--- config.mk ---
export PLATFORM = sky130hd
export DESIGN_NAME = ram_ctrl_flat
export DESIGN_NICKNAME = d
export VERILOG_FILES = /design/src/rtl/ram_ctrl_if.sv /design/src/rtl/ram_ctrl.sv /design/src/flat_wrapper.sv
export SDC_FILE = /design/constraint.sdc
export NUM_CORES = 1
export LEC_CHECK = 0
export ABC_AREA = 0
export CAP_MARGIN = 30
export CORE_AREA = 5 5 53 55
export DETAILED_ROUTE_END_ITERATION = 10
export DIE_AREA = 0 0 58 60
export PLACE_DENSITY = 0.84
export SLEW_MARGIN = 20
export SYNTH_ARGS = -nofsm -noshare
export SYNTH_HDL_FRONTEND = slang
export SYNTH_SLANG_ARGS = --single-unit
--- constraint.sdc ---
create_clock -name clk -period 1.3 [get_ports clk]
set_input_delay 0.26 -clock clk [delete_from_list [all_inputs] [get_ports clk]]
set_output_delay 0.26 -clock clk [all_outputs]
set_load 0.02 [all_outputs]
--- src/rtl/ram_ctrl_if.sv ---
// ram_ctrl_if: request/response handshake between a client and ram_ctrl
interface ram_ctrl_if #(
  parameter int DATA_WIDTH = 8,
  parameter int AW = 4
);
  logic req_valid, req_ready, req_write, rsp_valid;
  logic [AW-1:0] req_addr;
  logic [DATA_WIDTH-1:0] req_wdata, rsp_data;
  modport master(output req_valid, req_write, req_addr, req_wdata, input req_ready, rsp_valid, rsp_data);
  modport slave(input req_valid, req_write, req_addr, req_wdata, output req_ready, rsp_valid, rsp_data);
endinterface

--- src/rtl/ram_ctrl.sv ---
// ram_ctrl: valid/ready front end for a single-port sync RAM with full-memory clear
module ram_ctrl #(
  parameter int DATA_WIDTH = 8,
  parameter int N_WORDS = 16,
  parameter logic [DATA_WIDTH-1:0] CLEAR_VALUE = '0,
  localparam int AW = $clog2(N_WORDS)
) (
  input  logic clk,
  input  logic rst,
  input  logic clear_start,
  ram_ctrl_if.slave bus,
  output logic busy,
  output logic clear_done,
  output logic ram_we,
  output logic ram_re,
  output logic [AW-1:0] ram_address,
  output logic [DATA_WIDTH-1:0] ram_data_in,
  input  logic [DATA_WIDTH-1:0] ram_data_out
);
  typedef enum logic {CLEAR, IDLE} state_t;
  localparam logic [AW-1:0] LAST = AW'(N_WORDS - 1);
  state_t state, state_n;
  logic [AW-1:0] clr_cnt;
  logic [1:0] rd_pipe;
  logic [DATA_WIDTH-1:0] rsp_data;
  logic accept, clearing;
  always_comb begin
    clearing = state == CLEAR;
    bus.req_ready = !clearing && !clear_start;
    accept = bus.req_ready && bus.req_valid;
    busy = clearing;
    ram_we = clearing || (accept && bus.req_write);
    ram_re = accept && !bus.req_write;
    ram_address = clearing ? clr_cnt : accept ? bus.req_addr : '0;
    ram_data_in = clearing ? CLEAR_VALUE : ram_we ? bus.req_wdata : '0;
    state_n = clearing ? (clr_cnt == LAST ? IDLE : CLEAR) : (clear_start ? CLEAR : IDLE);
  end
  // rd_pipe[0] marks the cycle ram_data_out is driven; rd_pipe[1] is the response pulse
  always_ff @(posedge clk) begin
    if (rst) begin
      state <= CLEAR;
      clr_cnt <= '0;
      rd_pipe <= '0;
      rsp_data <= '0;
      clear_done <= 1'b0;
    end else begin
      state <= state_n;
      clr_cnt <= (clearing && clr_cnt != LAST) ? clr_cnt + 1'b1 : '0;
      rd_pipe <= {rd_pipe[0], ram_re};
      if (rd_pipe[0]) rsp_data <= ram_data_out;
      clear_done <= clearing && clr_cnt == LAST;
    end
  end
  assign bus.rsp_valid = rd_pipe[1];
  assign bus.rsp_data = rsp_data;
endmodule

--- src/flat_wrapper.sv ---
// flat-port wrapper written by rule: the top's interface ports become plain ports
module ram_ctrl_flat 
#(
  parameter int DATA_WIDTH = 8,
  parameter int N_WORDS = 16,
  parameter logic [DATA_WIDTH-1:0] CLEAR_VALUE = '0,
  localparam int AW = $clog2(N_WORDS)
)
  (clk, rst, clear_start, busy, clear_done, ram_we, ram_re, ram_address, ram_data_in, ram_data_out, bus_req_valid, bus_req_write, bus_req_addr, bus_req_wdata, bus_req_ready, bus_rsp_valid, bus_rsp_data);
  ram_ctrl_if #(.DATA_WIDTH(DATA_WIDTH), .AW(AW)) bus_i ();
  input  logic clk;
  input  logic rst;
  input  logic clear_start;
  output logic busy;
  output logic clear_done;
  output logic ram_we;
  output logic ram_re;
  output logic [AW-1:0] ram_address;
  output logic [DATA_WIDTH-1:0] ram_data_in;
  input  logic [DATA_WIDTH-1:0] ram_data_out;
  input wire logic [$bits(bus_i.req_valid)-1:0] bus_req_valid;
  input wire logic [$bits(bus_i.req_write)-1:0] bus_req_write;
  input wire logic [$bits(bus_i.req_addr)-1:0] bus_req_addr;
  input wire logic [$bits(bus_i.req_wdata)-1:0] bus_req_wdata;
  output wire logic [$bits(bus_i.req_ready)-1:0] bus_req_ready;
  output wire logic [$bits(bus_i.rsp_valid)-1:0] bus_rsp_valid;
  output wire logic [$bits(bus_i.rsp_data)-1:0] bus_rsp_data;
  assign bus_i.req_valid = bus_req_valid;
  assign bus_i.req_write = bus_req_write;
  assign bus_i.req_addr = bus_req_addr;
  assign bus_i.req_wdata = bus_req_wdata;
  assign bus_req_ready = bus_i.req_ready;
  assign bus_rsp_valid = bus_i.rsp_valid;
  assign bus_rsp_data = bus_i.rsp_data;
  ram_ctrl #(.DATA_WIDTH(DATA_WIDTH), .N_WORDS(N_WORDS), .CLEAR_VALUE(CLEAR_VALUE)) u_core (.clk(clk), .rst(rst), .clear_start(clear_start), .bus(bus_i), .busy(busy), .clear_done(clear_done), .ram_we(ram_we), .ram_re(ram_re), .ram_address(ram_address), .ram_data_in(ram_data_in), .ram_data_out(ram_data_out));
endmodule
Word level (Yosys, flattened, before mapping)
Cells that the tools add are included.

Flip-flop bits (word level): 16. Output and inout bits: 26. Word-level logic and storage cells: 27. Input bits: 25.

Eq/ne operators: 2. $add $sub $neg: 1. Bitwise operators: 2. Muxes and demuxes: 7. Reduce and logical (&&, ||, !) cells: 10.

Operator list (number): $mux 8 (2); $mux 4 (2); $logic_and 1x1->1 (6); $add 4x1->4 const B (1); $eq 4x4->1 const B (1); $ne 4x4->1 const B (1); $mux 1 (3); $logic_not 1->1 (2); $not 1->1 (2); $reduce_or 2->1 (1); $logic_or 1x1->1 (1).

Longest topological paths before layout
Gate-level depths: netlist of the first run.

Depth after elaboration: 7. Mapped depth: 4. Depth with buffers taken out: 4.

Worst setup path after synthesis of the first run
OpenSTA, ideal clock, no wires.

Path kind: register to output. Start: register u_core.state. End: output ram_address[1]. Stages on the path, launching flop included: 3. Setup slack: 0.041 ns. Required time: 1.040 ns. Arrival: 0.999 ns. Cells stage by stage: dfxtp_1 buf_2 o21ai_0.

Longest elaborated chain between the ends: 4.

RTL lines: start, declared (line ram_ctrl.sv:22) `state_t state, state_n;`; start signal, assigned (line ram_ctrl.sv:47) `state <= state_n;`; $logic_and 1x1->1 (line ram_ctrl.sv:29) `bus.req_ready = !clearing && !clear_start;`; $logic_and 1x1->1 (line ram_ctrl.sv:30) `accept = bus.req_ready && bus.req_valid;`; $mux 4 (line ram_ctrl.sv:34) `ram_address = clearing ? clr_cnt : accept ? bus.req_addr : '0;`; $mux 4 * (line ram_ctrl.sv:34); end, declared (line flat_wrapper.sv:18) `output logic [AW-1:0] ram_address;`.

Mark *: on every way between the ends. The rest lies on a longest branch, timed or not.

Worst setup path after layout of the first run
Start: register u_core.state. End: output ram_data_in[4].

Longest elaborated chain between the ends: 6.

RTL lines: $logic_and 1x1->1 (line ram_ctrl.sv:29); $logic_and 1x1->1 (line ram_ctrl.sv:30); $logic_and 1x1->1 (line ram_ctrl.sv:32) `ram_we = clearing || (accept && bus.req_write);`; $logic_or 1x1->1 (line ram_ctrl.sv:32); $mux 8 (line ram_ctrl.sv:35) `ram_data_in = clearing ? CLEAR_VALUE : ram_we ? bus.req_wdata : '0;`; $mux 8 * (line ram_ctrl.sv:35); end, declared (line flat_wrapper.sv:19) `output logic [DATA_WIDTH-1:0] ram_data_in;`.

Marks and branches as above.

==> results of run 1 <==
-- metal layers --
layer | wire length [um] | vias up
met5 | 0 | -
met4 | 10 | 0
met3 | 140 | 2
met2 | 1690 | 31
met1 | 912 | 383
li1 | - | 397
-- metrics by stage --
| step | setup TNS, ps | total power [mW] | hold WS (ps) | setup WS (ps) |
|---|---|---|---|---|
| after floorplan | 0 | 0.554 | 332 | 40.7 |
| after global placement | -12000 | 0.671 | 474 | -822 |
| after detailed placement | -12790 | 0.675 | 491 | -925 |
| final | -1230 | 0.933 | 507 | -119 |
| after global routing | -2000 | 0.972 | 540 | -167 |
| after CTS | -854 | 0.921 | 508 | -101 |
-- area by class of cell --
| class | instances | area share [%] |
|---|---|---|
| repair buffers | 68 | 43.1 |
| inverters | 6 | 1.51 |
| well taps | 30 | 2.51 |
| multi-input cells | 54 | 29.7 |
| flip-flops and latches | 16 | 21.7 |
| clock buffers | 3 | 1.51 |
-- cell usage in the layout, fill, tap and decap left out, types with 2 or more instances in the layout --
master            n
dfxtp_1          15
nor3_1            2
clkdlybuf4s50_1  21
nand3_2           2
inv_1             5
clkdlybuf4s15_1   2
nand2b_4          2
nand3_1           2
and2_4            8
xnor2_1           2
dlygate4sd2_1    11
buf_4            16
mux2i_1           8
o21ai_2           3
buf_6            17
and3_4            2
clkbuf_4          3
nor2_1           11
nand3_4           2
-- power by group through the flow --
stage | logic (mW) | registers [mW] | clock network (mW)
finish | 0.181 | 0.500 | 0.253
floorplan | 0.0390 | 0.515 | 0
CTS | 0.168 | 0.500 | 0.253
global placement | 0.157 | 0.513 | 0
detailed placement | 0.161 | 0.513 | 0
global route | 0.192 | 0.501 | 0.279
-- cell families (layout without fill, tap and decap cells) --
| group | Yosys count | count (layout) | synth area share [%] |
|---|---|---|---|
| AND/OR/NAND/NOR | 37 | 38 | 28.5 |
| flip-flops | 16 | 16 | 45.6 |
| buffers and inverters | 10 | 77 | 6.41 |
| multiplexers | 8 | 8 | 11.4 |
| AO/OA/AOI/OAI | 5 | 5 | 3.91 |
| XOR/XNOR | 2 | 2 | 2.49 |
| adder cells (fa/ha/maj) | 1 | 1 | 1.78 |
-- tightest hold or removal path: cells and delay by family, from the launching register on --
family	cells	cell delay [ps]
flops	1	330
simple gates	1	80
mux	1	60
-- state kept, by name, indices dropped and copies added (netlist names) --
| register | count |
|---|---|
| u_core.bus.rsp_data | 8 |
| u_core.clear_done | 1 |
| u_core.rd_pipe | 2 |
| u_core.state | 1 |
| u_core.clr_cnt | 4 |
-- repair_timing --
item,4_1_cts,5_1_grt
setup endpoints to repair,26,15
endpoints found under the hold margin,0,0
buffers inserted,3,1
hold buffers,0,0
gates cloned,2,0
pin swaps,11,1
resized for setup,134,11
-- final timing paths --
path	slack, ps	to	cells after the start
setup / recovery	-120	ram_data_in[4]	3
hold / removal	510	u_core.bus.rsp_data[7]	2
setup reg to reg	90	u_core.rd_pipe[0]	6
hold reg to reg	510	u_core.bus.rsp_data[7]	2
==> flow_summary_export.csv, run 1 <==
group,metric,value,unit
status,status,"complete, but fails checks",
status,violations,"setup timing",
hold_path,hp-start,"u_core.bus.rsp_data[7]",
logic_synthesis,synth_commonest_cells,"dfxtp_1, nor2_1, and2_1, mux2i_1",
layout,final_util,63.7,%
global_route,met2_usage,31.3,%
die,row_count,18,
setup_path,cp-end-kind,"output port",
die,die_w,58,um
setup_path,start_kind,"flip-flop",
drt,wirelength,2750,um
global_route,antenna_found_initial,0,
logic_synthesis,synthTopCellsByArea,"dfxtp_1, mux2i_1, and2_1",
layout,n_antenna_cell,0,
timing,relSlewSlack,67.7,%
clocking,cts-root-buf,"clkbuf_4",
timing,fin_crit,1420,ps
logic_synthesis,ys_async_sr_fraction,0,%
logic_synthesis,syn_area,703,um2
timing,hold_viol,0,
logic_synthesis,postSynthAreaPerCell,8.90,um2
die,fp.coreArea,0.00234,mm2
setup_path,cp.required,1040,ps
drt,route.detailed.drc,0,
timing,drv_slew,0,
global_route,grt_pass1_wl,3750,um
clocking,clock_insertion_delay_worst_skew,280,ps
power_and_ir_drop,pwr-share-seq,53.5,%
global_route,grtUsageMet1,12.6,%
setup_path,cpPeakStageDelay,400,ps
timing,skew,4.17,ps
logic_synthesis,yosysMostFrequentCell,"dfxtp_1",
layout,stdcell_count,177,
power_and_ir_drop,p_sw,218,uW
die,fp.dieArea,0.00348,mm2
logic_synthesis,ys_seq_area_share,45.6,%
power_and_ir_drop,ir_drop,0.000611,V
logic_synthesis,ys_types,20,
job,maxCapViolCount,0,
setup_path,worstSetupPathType,"reg2out",
layout,synthToLayoutAreaGrowth,112,%
logic_synthesis,synth_seq_cells,16,
hold_path,hp-class,"reg2reg",
global_route,grt-ovfl-total,0,
layout,nets,175,
setup_path,startpoint,"u_core.state",
logic_synthesis,synth_top_area_share,45.6,%
drt,ant_nets,0,
drt,wl_per_cell,15.5,um
global_route,grt_pass1_vias,843,
place,portBuffers,50,
power_and_ir_drop,p_int,716,uW
setup_path,worst_path_max_delay_cell,"dfxtp_4",
timing,worst_slack,-119,ps
timing,timing.fmax,0.705,GHz
layout,fillers,178,
clocking,cts.sinks,16,
drt,drtIter0Drc,26,
setup_path,critPathMaxFanout,6,
clocking,cts_tree,"built",
die,start_util,30.0,%
layout,drive_gt1_share,41.5,%
setup_path,worst-path-buf-inv,1,
layout,multiInputGateArea,443,um2
power_and_ir_drop,power_frac_comb,19.3,%
place,placed_area,0.00132,mm2
timing,tightest_slew,483,ps
clocking,numCtsBuffers,3,
logic_synthesis,synth_top_area_cell,"dfxtp_1",
logic_synthesis,syn_nets,105,
setup_path,r2r-start,"u_core.state",
layout,fin_area,0.00149,mm2
setup_path,cp_cell_sequence,"and3_4, and2_4, buf_6",
power_and_ir_drop,clockPowerShare,27.1,%
die,io_pins,51,
clocking,htree_levels,1,
global_route,grt_max_degree,10,
place,dp_cells,168,
logic_synthesis,synthCells,79,
power_and_ir_drop,leakagePower,0.662,nW
timing,rsz0062_at_grt,"true",
clocking,clockBufferDepth,2,
global_route,track_usage,14.4,%
drt,vias,813,
global_route,grt-busiest-layer,"met2",
place,place.gp.congestion,0.808,
power_and_ir_drop,switching_share,23.3,%
global_route,met3_usage,1.94,%
setup_path,cp_top_family,"flip-flops",
logic_synthesis,yosys_most_used_dff,"dfxtp_1",
clocking,path_clk_slew,90,ps
drt,firstDrtPassIters,4,
timing,period_share,109,%
layout,seq_area,324,um2
setup_path,cp.arrival,1160,ps
logic_synthesis,synth_edf_count,0,
place,place_hpwl,1820,um
logic_synthesis,synth_warnings,0,
power_and_ir_drop,power_density,625,mW/mm2
die,die_h,60,um
timing,setup_viol,15,
drt,via_per_inst,4.59,
No activity file was read; power rests on OpenSTA's default activity.
==> inputs of run 2 (changes only) <==
Settings changed: CELL_PAD_IN_SITES_DETAIL_PLACEMENT from default to 1, CELL_PAD_IN_SITES_GLOBAL_PLACEMENT from default to 1, CORE_AREA 5 5 53 55 to 5 5 63 65, DIE_AREA 0 0 58 60 to 0 0 68 70.
==> flow_summary_export.csv, run 2 (synthesis gave the netlist of run 1 again) <==
group,metric,value,unit
drt,route.detailed.drc,0,
setup_path,worstSetupPathType,"reg2out",
place,place_hpwl,2130,um
setup_path,cp.arrival,1240,ps
power_and_ir_drop,leakagePower,0.675,nW
setup_path,r2r-start,"u_core.state",
clocking,cts-root-buf,"clkbuf_4",
die,start_util,21.4,%
power_and_ir_drop,switching_share,22.3,%
status,violations,"setup timing",
place,portBuffers,50,
die,row_count,21,
layout,most-common-layout-cells,"buf_6, clkdlybuf4s50_1, dfxtp_1",
timing,tightest_slew,513,ps
layout,n_antenna_cell,0,
clocking,htree_levels,1,
layout,fin_area,0.00157,mm2
drt,wirelength,2780,um
die,fp.coreArea,0.00328,mm2
layout,stdcell_count,194,
power_and_ir_drop,pwr-share-seq,49.9,%
timing,drv_slew,0,
timing,timing.fmax,0.666,GHz
clocking,clock_insertion_delay_worst_skew,280,ps
timing,skew,0.523,ps
timing,relSlewSlack,65.7,%
layout,final_common_cell,"buf_6",
layout,top_regs,"u_core.bus.rsp_data (8), u_core.clr_cnt (4), u_core.rd_pipe (2)",
setup_path,cp-end-kind,"output port",
drt,drtIter0Drc,14,
timing,fin_crit,1500,ps
status,status,"complete, but fails checks",
setup_path,critPathMaxFanout,5,
place,place.gp.congestion,0.697,
place,placed_area,0.00133,mm2
power_and_ir_drop,ir_drop,0.000379,V
die,io_pins,51,
power_and_ir_drop,p_int,779,uW
global_route,grt-ovfl-total,0,
drt,wl_per_cell,14.3,um
timing,worst_slack,-201,ps
global_route,grt_pass1_vias,912,
power_and_ir_drop,p_sw,223,uW
layout,synthToLayoutAreaGrowth,123,%
power_and_ir_drop,power_density,638,mW/mm2
drt,ant_nets,0,
timing,hold_viol,0,
timing,period_share,115,%
power_and_ir_drop,clockPowerShare,32.2,%
place,place_ws,-936,ps
timing,setup_viol,17,
timing,hold_ws,494,ps
clocking,cts_tree,"built",
die,die_w,68,um
place,dp_cells,183,
clocking,numCtsBuffers,3,
layout,top_register,"u_core.bus.rsp_data",
drt,vias,816,
layout,nets,175,
global_route,grt_max_degree,10,
global_route,antenna_found_initial,0,
timing,setup_tns,-2260,ps
drt,via_per_inst,4.21,
clocking,path_clk_slew,90,ps
clocking,cts.sinks,16,
job,maxCapViolCount,0,
setup_path,cp.required,1040,ps
clocking,hold_buffers,0,
layout,fillers,371,
die,die_h,70,um
timing,rsz0062_at_grt,"true",
layout,drive_gt1_share,43.9,%
drt,firstDrtPassIters,2,
hold_path,hp-class,"reg2reg",
power_and_ir_drop,power,1.00,mW
setup_path,startpoint,"u_core.state",
clocking,clockBufferDepth,2,
layout,largest_register_ffs,8,
global_route,track_usage,11.5,%
setup_path,start_kind,"flip-flop",
die,fp.dieArea,0.00476,mm2
power_and_ir_drop,power_frac_comb,17.9,%
layout,final_util,47.8,%
global_route,grt_pass1_wl,4260,um
hold_path,hp-start,"u_core.bus.rsp_data[2]",
[run 2: critical path, cell delays in order, from the launching register on]
cell and delay [ps]:
dfxtp_4 360, buf_6 120, and3_4 180, and2_1 160
buf_6 130
[run 2: worst paths after layout]
check	endpoint	cells after the start	slack [ps]
setup / recovery	ram_data_in[1]	4	-200
setup reg to reg	u_core.clr_cnt[3]	7	-40
hold / removal	u_core.bus.rsp_data[2]	2	490
hold reg to reg	u_core.bus.rsp_data[2]	2	490
[run 2: routing by layer]
layer	GRT usage [%]	up-vias	share of wire (%)
met4	3.31	0	0.61
li1	-	396	-
met1	12.2	373	37
met5	0	-	0
met2	20.9	45	49
met3	3.69	2	13
[run 2: power groups by stage]
stage	Combinational, mW	Clock (mW)	Sequential (mW)
2_1_floorplan	0.0390	0	0.515
3_3_place_gp	0.155	0	0.513
3_5_place_dp	0.161	0	0.514
4_1_cts	0.173	0.339	0.502
5_1_grt	0.193	0.370	0.501
6_report	0.180	0.323	0.500
[run 2: area by class of cell]
type,count,area (um2),share of cell area [%]
clock buffers,4,36.3,2.31
flip-flops and latches,16,324,20.6
repair buffers,68,666,42.4
inverters,6,22.5,1.43
well taps,46,57.6,3.66
multi-input cells,54,465,29.6
[run 2: timing repair]
item | in CTS | in global routing
resized for setup | 142 | 16
pin swaps | 8 | 8
setup endpoints to repair | 26 | 20
cloned | 2 | 0
setup buffers | 5 | 1
